`src/rtl/i2c_arb_pkg.sv`:
```
// Shared types and constants for the two-requester I2C master arbiter.
// Optional watchdog is enabled by defining I2C_ARB_WATCHDOG_EN.
package i2c_arb_pkg;

    localparam int unsigned NBYTE_W = 6;
    localparam int unsigned DEV_W   = 7;
    localparam int unsigned BYTE_W  = 8;

    localparam logic REQ_SPARTAN = 1'b0;
    localparam logic REQ_TEMP    = 1'b1;

    typedef enum logic [1:0] {
        StIdle  = 2'd0,
        StOwn   = 2'd1,
        StDrain = 2'd2
    } arb_state_e;

    // Single requester wins outright; on contention the one not served last wins.
    function automatic logic rr_pick(input logic [1:0] req, input logic last);
        if (&req) begin
            return ~last;
        end
        return req[1];
    endfunction

endpackage

```
`src/rtl/i2c_master_arbiter_if.sv`:
```
// Bundle of requester-side and master-side signals around the I2C master arbiter.
// The slave modport is the arbiter's view; the master modport is the surrounding system's view.
interface i2c_master_arbiter_if;
    import i2c_arb_pkg::*;

    // Requester 0 (Spartan-slave controller)
    logic              req0;
    logic              gnt0;
    logic              go0;
    logic              stop0;
    logic              rw0;
    logic [NBYTE_W-1:0] nbyte0;
    logic [DEV_W-1:0]  dev0;
    logic [BYTE_W-1:0] rptr0;
    logic [BYTE_W-1:0] dwr0;
    logic              done0;
    logic              ready0;
    logic              ack0;
    logic [BYTE_W-1:0] drd0;
    logic              timeout0;

    // Requester 1 (temperature poller)
    logic              req1;
    logic              gnt1;
    logic              go1;
    logic              stop1;
    logic              rw1;
    logic [NBYTE_W-1:0] nbyte1;
    logic [DEV_W-1:0]  dev1;
    logic [BYTE_W-1:0] rptr1;
    logic [BYTE_W-1:0] dwr1;
    logic              done1;
    logic              ready1;
    logic              ack1;
    logic [BYTE_W-1:0] drd1;
    logic              timeout1;

    // Shared I2C master core
    logic              m_go;
    logic              m_stop;
    logic              m_rw;
    logic [NBYTE_W-1:0] m_nbyte;
    logic [DEV_W-1:0]  m_dev;
    logic [BYTE_W-1:0] m_rptr;
    logic [BYTE_W-1:0] m_dwr;
    logic              m_done;
    logic              m_ready;
    logic              m_ack;
    logic [BYTE_W-1:0] m_drd;

    modport slave (
        input  req0, go0, stop0, rw0, nbyte0, dev0, rptr0, dwr0,
        input  req1, go1, stop1, rw1, nbyte1, dev1, rptr1, dwr1,
        output gnt0, done0, ready0, ack0, drd0, timeout0,
        output gnt1, done1, ready1, ack1, drd1, timeout1,
        output m_go, m_stop, m_rw, m_nbyte, m_dev, m_rptr, m_dwr,
        input  m_done, m_ready, m_ack, m_drd
    );

    modport master (
        output req0, go0, stop0, rw0, nbyte0, dev0, rptr0, dwr0,
        output req1, go1, stop1, rw1, nbyte1, dev1, rptr1, dwr1,
        input  gnt0, done0, ready0, ack0, drd0, timeout0,
        input  gnt1, done1, ready1, ack1, drd1, timeout1,
        input  m_go, m_stop, m_rw, m_nbyte, m_dev, m_rptr, m_dwr,
        output m_done, m_ready, m_ack, m_drd
    );

endinterface

```
`src/rtl/i2c_arb_watchdog.sv`:
```
// Stall watchdog for the arbiter: counts owned cycles since the last m_done and
// flags expiry on the cycle the count reaches TIMEOUT_CYCLES-1 (used with I2C_ARB_WATCHDOG_EN).
module i2c_arb_watchdog #(
    parameter int unsigned TIMEOUT_CYCLES = 50_000_000,
    parameter int unsigned CNT_W          = 26
) (
    input  logic clk,
    input  logic reset,
    input  logic active,
    input  logic clear,
    output logic expire
);

    localparam logic [CNT_W-1:0] LIMIT = CNT_W'(TIMEOUT_CYCLES - 1);

    logic [CNT_W-1:0] cnt_q;
    logic [CNT_W-1:0] cnt_d;

    // Held at zero outside ownership, so every new ownership period starts fresh.
    always_comb begin
        cnt_d = cnt_q + 1'b1;
        if (!active || clear) begin
            cnt_d = '0;
        end
    end

    assign expire = active && (cnt_q == LIMIT);

    always_ff @(posedge clk) begin
        if (reset) begin
            cnt_q <= '0;
        end else begin
            cnt_q <= cnt_d;
        end
    end

endmodule

```
`src/rtl/i2c_master_arbiter.sv`:
```
// Round-robin arbiter sharing one I2C master between two requesters.
// Define I2C_ARB_WATCHDOG_EN to build in the stall watchdog (i2c_arb_watchdog).
module i2c_master_arbiter
    import i2c_arb_pkg::*;
#(
    parameter int unsigned TIMEOUT_CYCLES = 50_000_000,
    parameter int unsigned CNT_W          = 26
) (
    input logic                  clk,
    input logic                  reset,
    i2c_master_arbiter_if.slave  bus
);

    if ((64'd1 << CNT_W) <= 64'(TIMEOUT_CYCLES)) begin : g_cfg_check
        $error("CNT_W too narrow for TIMEOUT_CYCLES");
    end

    arb_state_e state_q;
    arb_state_e state_d;
    logic       own_q;
    logic       own_d;
    logic       last_q;
    logic       last_d;
    logic [1:0] gnt_q;
    logic [1:0] gnt_d;
    logic [1:0] req;
    logic       req_own;
    logic       expire;

    assign req     = {bus.req1, bus.req0};
    assign req_own = req[own_q];

`ifdef I2C_ARB_WATCHDOG_EN
    i2c_arb_watchdog #(
        .TIMEOUT_CYCLES (TIMEOUT_CYCLES),
        .CNT_W          (CNT_W)
    ) u_watchdog (
        .clk    (clk),
        .reset  (reset),
        .active (state_q == StOwn),
        .clear  (bus.m_done),
        .expire (expire)
    );
`else
    assign expire = 1'b0;
`endif

    always_comb begin : next_state
        state_d = state_q;
        own_d   = own_q;
        last_d  = last_q;
        unique case (state_q)
            StIdle: begin
                if (bus.m_ready && (|req)) begin
                    own_d   = rr_pick(req, last_q);
                    state_d = StOwn;
                end
            end
            StOwn: begin
                if (expire || !req_own) begin
                    state_d = StDrain;
                end
            end
            StDrain: begin
                if (bus.m_ready) begin
                    state_d = StIdle;
                    last_d  = own_q;
                end
            end
            default: state_d = StIdle;
        endcase
        gnt_d = '0;
        if (state_d != StIdle) begin
            gnt_d[own_d] = 1'b1;
        end
    end

    always_ff @(posedge clk) begin
        if (reset) begin
            state_q <= StIdle;
            own_q   <= REQ_SPARTAN;
            last_q  <= REQ_TEMP;
            gnt_q   <= '0;
        end else begin
            state_q <= state_d;
            own_q   <= own_d;
            last_q  <= last_d;
            gnt_q   <= gnt_d;
        end
    end

    assign bus.gnt0 = gnt_q[0];
    assign bus.gnt1 = gnt_q[1];

    // Command mux keyed on the registered owner; go is suppressed while draining.
    always_comb begin : master_mux
        bus.m_go    = 1'b0;
        bus.m_stop  = 1'b0;
        bus.m_rw    = 1'b0;
        bus.m_nbyte = '0;
        bus.m_dev   = '0;
        bus.m_rptr  = '0;
        bus.m_dwr   = '0;
        if (state_q != StIdle) begin
            if (own_q == REQ_TEMP) begin
                bus.m_go    = (state_q == StOwn) && bus.go1;
                bus.m_stop  = bus.stop1 | expire;
                bus.m_rw    = bus.rw1;
                bus.m_nbyte = bus.nbyte1;
                bus.m_dev   = bus.dev1;
                bus.m_rptr  = bus.rptr1;
                bus.m_dwr   = bus.dwr1;
            end else begin
                bus.m_go    = (state_q == StOwn) && bus.go0;
                bus.m_stop  = bus.stop0 | expire;
                bus.m_rw    = bus.rw0;
                bus.m_nbyte = bus.nbyte0;
                bus.m_dev   = bus.dev0;
                bus.m_rptr  = bus.rptr0;
                bus.m_dwr   = bus.dwr0;
            end
        end
    end

    always_comb begin : status_route
        bus.done0    = 1'b0;
        bus.ready0   = 1'b0;
        bus.ack0     = 1'b0;
        bus.drd0     = '0;
        bus.done1    = 1'b0;
        bus.ready1   = 1'b0;
        bus.ack1     = 1'b0;
        bus.drd1     = '0;
        bus.timeout0 = expire && (own_q == REQ_SPARTAN);
        bus.timeout1 = expire && (own_q == REQ_TEMP);
        if (state_q != StIdle) begin
            if (own_q == REQ_TEMP) begin
                bus.done1  = bus.m_done;
                bus.ready1 = bus.m_ready;
                bus.ack1   = bus.m_ack;
                bus.drd1   = bus.m_drd;
            end else begin
                bus.done0  = bus.m_done;
                bus.ready0 = bus.m_ready;
                bus.ack0   = bus.m_ack;
                bus.drd0   = bus.m_drd;
            end
        end
    end

endmodule

```
`src/flat_wrapper.sv`:
```
// flat-port wrapper written by rule: the top's interface ports become plain ports
module i2c_master_arbiter_flat import i2c_arb_pkg::*;
#(
    parameter int unsigned TIMEOUT_CYCLES = 50_000_000,
    parameter int unsigned CNT_W          = 26
)
  (clk, reset, bus_req0, bus_go0, bus_stop0, bus_rw0, bus_nbyte0, bus_dev0, bus_rptr0, bus_dwr0, bus_req1, bus_go1, bus_stop1, bus_rw1, bus_nbyte1, bus_dev1, bus_rptr1, bus_dwr1, bus_gnt0, bus_done0, bus_ready0, bus_ack0, bus_drd0, bus_timeout0, bus_gnt1, bus_done1, bus_ready1, bus_ack1, bus_drd1, bus_timeout1, bus_m_go, bus_m_stop, bus_m_rw, bus_m_nbyte, bus_m_dev, bus_m_rptr, bus_m_dwr, bus_m_done, bus_m_ready, bus_m_ack, bus_m_drd);
  i2c_master_arbiter_if bus_i ();
  input logic clk;
  input logic reset;
  input wire logic [$bits(bus_i.req0)-1:0] bus_req0;
  input wire logic [$bits(bus_i.go0)-1:0] bus_go0;
  input wire logic [$bits(bus_i.stop0)-1:0] bus_stop0;
  input wire logic [$bits(bus_i.rw0)-1:0] bus_rw0;
  input wire logic [$bits(bus_i.nbyte0)-1:0] bus_nbyte0;
  input wire logic [$bits(bus_i.dev0)-1:0] bus_dev0;
  input wire logic [$bits(bus_i.rptr0)-1:0] bus_rptr0;
  input wire logic [$bits(bus_i.dwr0)-1:0] bus_dwr0;
  input wire logic [$bits(bus_i.req1)-1:0] bus_req1;
  input wire logic [$bits(bus_i.go1)-1:0] bus_go1;
  input wire logic [$bits(bus_i.stop1)-1:0] bus_stop1;
  input wire logic [$bits(bus_i.rw1)-1:0] bus_rw1;
  input wire logic [$bits(bus_i.nbyte1)-1:0] bus_nbyte1;
  input wire logic [$bits(bus_i.dev1)-1:0] bus_dev1;
  input wire logic [$bits(bus_i.rptr1)-1:0] bus_rptr1;
  input wire logic [$bits(bus_i.dwr1)-1:0] bus_dwr1;
  output wire logic [$bits(bus_i.gnt0)-1:0] bus_gnt0;
  output wire logic [$bits(bus_i.done0)-1:0] bus_done0;
  output wire logic [$bits(bus_i.ready0)-1:0] bus_ready0;
  output wire logic [$bits(bus_i.ack0)-1:0] bus_ack0;
  output wire logic [$bits(bus_i.drd0)-1:0] bus_drd0;
  output wire logic [$bits(bus_i.timeout0)-1:0] bus_timeout0;
  output wire logic [$bits(bus_i.gnt1)-1:0] bus_gnt1;
  output wire logic [$bits(bus_i.done1)-1:0] bus_done1;
  output wire logic [$bits(bus_i.ready1)-1:0] bus_ready1;
  output wire logic [$bits(bus_i.ack1)-1:0] bus_ack1;
  output wire logic [$bits(bus_i.drd1)-1:0] bus_drd1;
  output wire logic [$bits(bus_i.timeout1)-1:0] bus_timeout1;
  output wire logic [$bits(bus_i.m_go)-1:0] bus_m_go;
  output wire logic [$bits(bus_i.m_stop)-1:0] bus_m_stop;
  output wire logic [$bits(bus_i.m_rw)-1:0] bus_m_rw;
  output wire logic [$bits(bus_i.m_nbyte)-1:0] bus_m_nbyte;
  output wire logic [$bits(bus_i.m_dev)-1:0] bus_m_dev;
  output wire logic [$bits(bus_i.m_rptr)-1:0] bus_m_rptr;
  output wire logic [$bits(bus_i.m_dwr)-1:0] bus_m_dwr;
  input wire logic [$bits(bus_i.m_done)-1:0] bus_m_done;
  input wire logic [$bits(bus_i.m_ready)-1:0] bus_m_ready;
  input wire logic [$bits(bus_i.m_ack)-1:0] bus_m_ack;
  input wire logic [$bits(bus_i.m_drd)-1:0] bus_m_drd;
  assign bus_i.req0 = bus_req0;
  assign bus_i.go0 = bus_go0;
  assign bus_i.stop0 = bus_stop0;
  assign bus_i.rw0 = bus_rw0;
  assign bus_i.nbyte0 = bus_nbyte0;
  assign bus_i.dev0 = bus_dev0;
  assign bus_i.rptr0 = bus_rptr0;
  assign bus_i.dwr0 = bus_dwr0;
  assign bus_i.req1 = bus_req1;
  assign bus_i.go1 = bus_go1;
  assign bus_i.stop1 = bus_stop1;
  assign bus_i.rw1 = bus_rw1;
  assign bus_i.nbyte1 = bus_nbyte1;
  assign bus_i.dev1 = bus_dev1;
  assign bus_i.rptr1 = bus_rptr1;
  assign bus_i.dwr1 = bus_dwr1;
  assign bus_gnt0 = bus_i.gnt0;
  assign bus_done0 = bus_i.done0;
  assign bus_ready0 = bus_i.ready0;
  assign bus_ack0 = bus_i.ack0;
  assign bus_drd0 = bus_i.drd0;
  assign bus_timeout0 = bus_i.timeout0;
  assign bus_gnt1 = bus_i.gnt1;
  assign bus_done1 = bus_i.done1;
  assign bus_ready1 = bus_i.ready1;
  assign bus_ack1 = bus_i.ack1;
  assign bus_drd1 = bus_i.drd1;
  assign bus_timeout1 = bus_i.timeout1;
  assign bus_m_go = bus_i.m_go;
  assign bus_m_stop = bus_i.m_stop;
  assign bus_m_rw = bus_i.m_rw;
  assign bus_m_nbyte = bus_i.m_nbyte;
  assign bus_m_dev = bus_i.m_dev;
  assign bus_m_rptr = bus_i.m_rptr;
  assign bus_m_dwr = bus_i.m_dwr;
  assign bus_i.m_done = bus_m_done;
  assign bus_i.m_ready = bus_m_ready;
  assign bus_i.m_ack = bus_m_ack;
  assign bus_i.m_drd = bus_m_drd;
  i2c_master_arbiter #(.TIMEOUT_CYCLES(TIMEOUT_CYCLES), .CNT_W(CNT_W)) u_core (.clk(clk), .reset(reset), .bus(bus_i));
endmodule
```
`config.mk`:
```
export PLATFORM = sky130hd
export DESIGN_NAME = i2c_master_arbiter_flat
export DESIGN_NICKNAME = d
export VERILOG_FILES = /design/src/rtl/i2c_arb_pkg.sv /design/src/rtl/i2c_master_arbiter_if.sv /design/src/rtl/i2c_arb_watchdog.sv /design/src/rtl/i2c_master_arbiter.sv /design/src/flat_wrapper.sv
export SDC_FILE = /design/constraint.sdc
export NUM_CORES = 1
export LEC_CHECK = 0
export ABC_CLOCK_PERIOD_IN_PS = 4000
export CORE_MARGIN = 3
export CORE_UTILIZATION = 24
export CTS_BUF_LIST = sky130_fd_sc_hd__clkbuf_4 sky130_fd_sc_hd__clkbuf_8
export DETAILED_ROUTE_END_ITERATION = 12
export PLACE_DENSITY_LB_ADDON = 0.25
export SLEW_MARGIN = 5
export SYNTH_ARGS = -nofsm -noshare
export SYNTH_HDL_FRONTEND = slang
export SYNTH_SLANG_ARGS = --single-unit
```
`constraint.sdc`:
```
create_clock -name clk -period 4 [get_ports clk]
set_clock_uncertainty 0.1 [all_clocks]
set_input_delay 0.6 -clock clk [delete_from_list [all_inputs] [get_ports clk]]
set_output_delay 0.6 -clock clk [all_outputs]
set_load 0.05 [all_outputs]
```
==> results.md <==
- The run finished with clean final reports.
- The region available for standard cell placement spans roughly 3200 um^2.
- The post-cts gate resize count is 0.
- For this design, the sink count on the clock tree is 6.
- Of the post-synthesis cell area, the dominant cell type holds 33.33%.
- Max-cap violations in this run came to 0.
- The total of endpoints with negative setup slack in the final report is 0.
- The final global-route overflow total is 0.
- The clock slew at the register clock pins of the worst setup and hold paths is approximately 0.05 ns.
- The required time of the critical path is 3.30 ns.
- Setup total negative slack on the finished layout was measured at 0 ns.
- The detailed placer's ending HPWL is 3530 um.
- The min-delay analysis places its worst path in the category flip-flop to flip-flop.
- 0 antenna diodes ended up in the layout.
- The total number of H-tree levels is 1.
- After detailed routing, the number of vias per cell comes to about 4.7.
- The total length of routed wires is roughly 4300 um.
- Yosys printed 0 warnings.
- The top-level I/O count is about 140.
- The multi-input combinational cells in the finished layout cover a total of 598.1 um^2.
- The post-CTS setup-driven buffer insertion count is 0.
- The via count of the first global-routing pass was approximately 1200.
- The post-route netlist has 3.524% of its cells at a drive strength greater than 1.
- Counting every instance in the synthesized netlist gives 100.
- In this run the worst path has a maximum fanout of 42.
- The type of the worst setup path is flip-flop to output pin.
- The max-slew violation count is 0.
- The type of origin of the critical path is a flip-flop.
- IR analysis of the VDD net gives a maximum drop of approximately 0.00015 V.
- The clock latency at the later pin of the worst-skew pair is 0.24 ns.
- The count of buffers from port buffering is 134.
- The congestion estimate from routability-driven global placement came to 0.7944.
- Each instance of the synthesized netlist takes up on average 8.145 um^2.
- The share of the clock period used by the worst path after layout is 76.10%.
- The relative slew slack is 64.62%.
- Once detail routing completed, the nets flagged for antenna violations numbered 0.
- The die covers 4129 um^2.
- After detailed routing, the average wire length per cell comes to 15.82 um.
- The floorplan die height is 64.26 um.
- Synthesis instantiated 26 different standard cells from the library.
- The transition at the pin with the smallest max-transition slack is 0.5290 ns.
- The area taken by flip-flops and latches is between 100 and 150 um^2.
- The worst setup path is captured at an output pin.
- In this run, the number of DRC markers left after iteration 0 of detailed routing was a little over 80.
- The non-filler instance count after layout is 271.
- The buffer depth of the longest clock path is 2.
- Summing over every cut layer, the via total after detailed routing is 1282.
- The routed design could run at a clock period as short as 3.044 ns.
- The number of search-and-repair iterations in the first detailed-routing pass is 4.
- The total count of hold-check failures in the final report was 0.
- The maximum clock rate is 0.3285 GHz.
- The number of hold buffers added after cts is 0.
- The width of the die is 64.26 um.
- The synthesized netlist occupies a cell area of just over 800 um^2.
- The initial antenna violation count came to 0.
- For this configuration, the core starts out at a cell density of roughly a quarter.
- The critical path data arrival time is 2.34 ns.
- Summed over all cells, the static leakage comes to approximately 0.83 nW.
- Counting the buffers created by CTS gives 3.
- The initialized floorplan defines 20 standard-cell rows.
- The share of the yosys chip area belonging to registers is 14.75%.
- The first global-routing pass estimated between 6000 and 7000 um of wire.
- TritonCTS built the clock tree.
- The power density relative to cell area is 212.7 nW/um^2.
- Setup repair after global routing left no endpoint under its margin.
- In the final design database the tool counted just over 300 nets.
- Global routing used 19.51% of the available tracks.
- For this run, design rule violations remaining after detail routing come to 0.
- Compared with the post-synthesis result, the final layout area differs by 164.2%.
- The fill cell instance count of the final layout is 266.
- Ranked by total cell area, the synthesized netlist is headed by a22o_1 33%, and2_1 17%, dfxtp_1 15%.
- The post-synthesis register bit count is 6.
- Of all cell types, the one taking the most synthesized area is a22o_1.
- The maximum number of pins on one net before global-route repair is 43.
- In this run, placement finished with an instance count of 268.
- The clock root buffer master is clkbuf_4.
## layout by cell type, fill, tap and decap left out
| master | count |
|---|---|
| a22o_1 | 31 |
| nor2_2 | 1 |
| nor2b_2 | 1 |
| nand3b_1 | 2 |
| nor3b_1 | 1 |
| o21a_1 | 1 |
| and2_1 | 22 |
| clkdlybuf4s50_1 | 134 |
| nand2b_1 | 1 |
| a211oi_1 | 1 |
| dfxtp_1 | 6 |
| buf_4 | 2 |
| clkbuf_4 | 3 |
| and3b_1 | 1 |
| o21ai_0 | 1 |
| or3_1 | 1 |
| a21oi_1 | 4 |
| nor2_4 | 1 |
| nor2_1 | 2 |
| nand2_1 | 3 |
| nand4_1 | 1 |
| o31ai_1 | 1 |
| conb_1 | 2 |
| a211o_1 | 1 |
| mux2i_1 | 3 |
## synth_stat cells
library cell and count:
nand4_1 1, a21oi_1 4, and3b_1 1, clkbuf_2 1, o31ai_1 1, mux2i_1 3
dfxtp_1 6, buf_4 4, nor2_4 1, buf_6 4, o21ai_0 1, nor2b_2 1
nor3b_1 1, conb_1 1, and2_1 22, o21a_1 1, nand2_1 3, or3_1 1
buf_2 4, nor2_2 1, a22o_1 31, a211o_1 1, nand3b_1 2, a211oi_1 1
nand2b_1 1, nor2_1 2
## power by group
group,total (mW),internal [mW],switching [mW]
sequential,0.0686,0.0635,0.00513
combinational,0.335,0.150,0.185
clock,0.0536,0.0338,0.0198
total,0.458,0.248,0.210
## metrics by stage
step / hold WS [ns] / power (mW) / utilization [%] / setup WS, ns / instance area, um^2
2_1_floorplan: 0.3484 / 0.2567 / - / 1.494 / 818.3
3_3_place_gp: 0.3695 / 0.3994 / 67.54 / 1.165 / 2130
3_5_place_dp: 0.3797 / 0.4051 / 67.54 / 1.154 / 2130
4_1_cts: 0.3933 / 0.4599 / 68.25 / 0.9577 / 2152
5_1_grt: 0.4213 / 0.4777 / 68.25 / 0.8140 / 2152
6_report: 0.3902 / 0.4577 / 68.25 / 0.9560 / 2152
## sequential cells by signal, indices dropped and copies added (netlist names)
signal,cells
u_core.own_q,1
u_core.last_q,1
u_core.state_q,2
u_core.gnt_q,2
## metal layers
| layer | wire, um | track usage, % |
|---|---|---|
| met1 | 1584 | 20.48 |
| met2 | 2276 | 38.53 |
| met3 | 370 | 5.272 |
| met4 | 55 | 3.166 |
| met5 | 0 | 0 |
## worst max-delay path, cell delays in order (launching register included)
cell and delay [ns]:
dfxtp_1 0.51, nor2_4 0.08, nor2b_2 0.11, buf_4 0.36, a22o_1 0.22, clkdlybuf4s50_1 0.81
## cell families after synthesis
| group | Yosys count | synth area share (%) |
|---|---|---|
| other | 1 | 0.4604 |
| muxes | 3 | 3.687 |
| DFF | 6 | 14.75 |
| AOI/OAI and AO/OA | 40 | 40.25 |
| buffers and inverters | 13 | 12.29 |
| and+or+nand+nor | 37 | 28.57 |
## area by class of cell
class | instances | share of cell area (%)
repair buffers | 136 | 63.02
multi-input cells | 82 | 27.79
flip-flops and latches | 6 | 5.581
well taps | 44 | 2.558
clock buffers | 3 | 1.047
## final timing paths
kind / start / to / slack (ns) / cells after the start
min: u_core.last_q$_SDFFE_PP1P_ / u_core.last_q$_SDFFE_PP1P_ / 0.39 / 2
max reg2reg: u_core.state_q[0]$_SDFF_PP0_ / u_core.state_q[0]$_SDFF_PP0_ / 2.68 / 3
max: u_core.state_q[0]$_SDFF_PP0_ / bus_m_nbyte[3] / 0.96 / 5
min reg2reg: u_core.last_q$_SDFFE_PP1P_ / u_core.last_q$_SDFFE_PP1P_ / 0.39 / 2
No activity file was read; power rests on OpenSTA's default activity.
==> RTL change, RTL diff (config.mk and constraints unchanged) <==
Re-encode `arb_state_e` (3 states) as one-hot, 3 bits wide.
--- a/src/rtl/i2c_arb_pkg.sv
+++ b/src/rtl/i2c_arb_pkg.sv
@@ -10,8 +10,8 @@
     localparam logic REQ_TEMP    = 1'b1;
 
-    typedef enum logic [1:0] {
-        StIdle  = 2'd0,
-        StOwn   = 2'd1,
-        StDrain = 2'd2
+    typedef enum logic [2:0] {
+        StIdle  = 3'b001,
+        StOwn   = 3'b010,
+        StDrain = 3'b100
     } arb_state_e;
 
Function: same outputs for any inputs over 10 cycles, from zero or initial values and one cycle with reset high; not proved beyond that.
==> RTL change against the unedited design <==
Sequential power increased by 19%; register-to-register slack got worse by 0.21 ns; routed wire length increased by 10%; critical path depth increased by 1; combinational power increased by 53%; cell area increased by 2.4%; area after synthesis increased by 2.3%; sequential cell count increased by 1; worst setup slack got worse by 0.21 ns; total power increased by 46%.
==> RTL change: results <==
final_layout:
  antenna_cells: 0
  nets: 312
  fill_cells: 265
  drive_above_1_share_pct: 5.172
  largestRegisters: "u_core.state_q x3, u_core.gnt_q x2"
  ff_latch_area_sq_um: 140.1
place:
  hpwl_um: 4075
  gp_congestion: 0.8662
  portBuffers: 134
min_path:
  hold_class: "register to register"
clock_network:
  clk_pin_slew_worst_paths_ns: 0.05
  cts_max_path_buffers: 2
  cts_max_level: 1
  clk_latency_ns: 0.26
  cts_resized: 0
  cts_made_buffers: 3
  postCtsSetupBuffers: 0
  cts-root-buf: "clkbuf_4"
routing:
  initialDrtViolationCount: 55
  routed_via_density: 4.775
  firstDrtPassIters: 4
  routed_wirelength_um: 4716
sta:
  setup_violations: 0
  tightest_slew_ns: 0.5423
  holdWs_ns: 0.3806
power:
  power_sequential_mw: 0.0816
  ir_drop_mv: 0.1796
  powerClk_mw: 0.0722
  p_int_mw: 0.3276
  p_leak_nw: 0.8411
global_routing:
  antenna_found_initial: 0
  grt-ovfl-total: 0
  grt_pass1_wl_um: 6817
  grt_pass1_vias: 1230
  track_usage_pct: 21.07
  grt_max_degree: 43
  grt_util_met3_pct: 5.199
  use_met2_pct: 42.02
  globalRouteMet1Util_pct: 21.64
worst_setup_path:
  crit_family: "buffers and inverters"
  crit_fanout: 32
  cp_data_arrival_time_ns: 2.55
  critical_path.slowest_cell: "clkdlybuf4s50_1"
  cpPeakStageDelay_ns: 0.81
  ff2ff_setup_slack_ns: 2.47
synthesis:
  async_flop_share_pct: 0
  seq_area_frac_synth_pct: 16.82
  ys_top_cells_by_count: "a22o_1, and2_1, dfxtp_1"
  synth_ff_type: "dfxtp_1"
  yosysUniqueCellTypes: 27
  synth.area.top_cells: "a22o_1, and2_1, dfxtp_1"
  synth_warnings: 0
run_status:
  status: "completed"
run:
  cap_viol_max_count: 0
RTL change: cell types whose count changed after synthesis, moves of 2 or more:
cell / change
nand2_1: -2
buf_4: -2
a21oi_1: -4
nand3b_1: -2
nor3_1: +2
inv_1: +2
nor2_1: +2
RTL change: area by class of cell:
class / count / area share [%]
Timing Repair Buffer: 136 / 61.56
Multi-Input combinational cell: 83 / 27.88
Sequential cell: 7 / 6.360
Tap cell: 44 / 2.499
Clock buffer: 4 / 1.363
Inverter: 2 / 0.3407
RTL change: logic make-up (layout without fill, tap and decap cells):
logic type	after synthesis	count (layout)	synth area share, %
DFF	7	7	16.82
buffers and inverters	13	142	10.21
xor gates and xnor gates	1	1	1.051
and+or+nand+nor	38	38	27.93
other	1	2	0.4500
muxes	4	4	4.955
AOI/OAI and AO/OA	38	38	38.59
RTL change: through the flow:
step / worst slack, ns / cell area (sq um) / instances / total power [mW]
global placement: 1.110 / 2173 / 272 / 0.5881
CTS: 0.7369 / 2203 / 276 / 0.6715
floorplan: 1.597 / 837.1 / 103 / 0.3927
global route: 0.5705 / 2203 / 276 / 0.6941
detailed placement: 1.013 / 2173 / 272 / 0.5963
finish: 0.7471 / 2203 / 276 / 0.6665
RTL change: final timing paths:
path | start | endpoint | cells past startpoint
hold / removal | u_core.last_q$_SDFFE_PP1P_ | u_core.last_q$_SDFFE_PP1P_ | 2
setup reg to reg | u_core.state_q[0]$_SDFF_PP1_ | u_core.gnt_q[0]$_SDFF_PP0_ | 4
setup / recovery | u_core.state_q[2]$_SDFF_PP0_ | bus_m_rptr[7] | 6
hold reg to reg | u_core.last_q$_SDFFE_PP1P_ | u_core.last_q$_SDFFE_PP1P_ | 2
RTL change: per-layer routing:
metal	vias up	routed length (um)
li1	636	-
met2	63	2642
met1	615	1545
met4	0	36
met5	-	0
met3	4	491
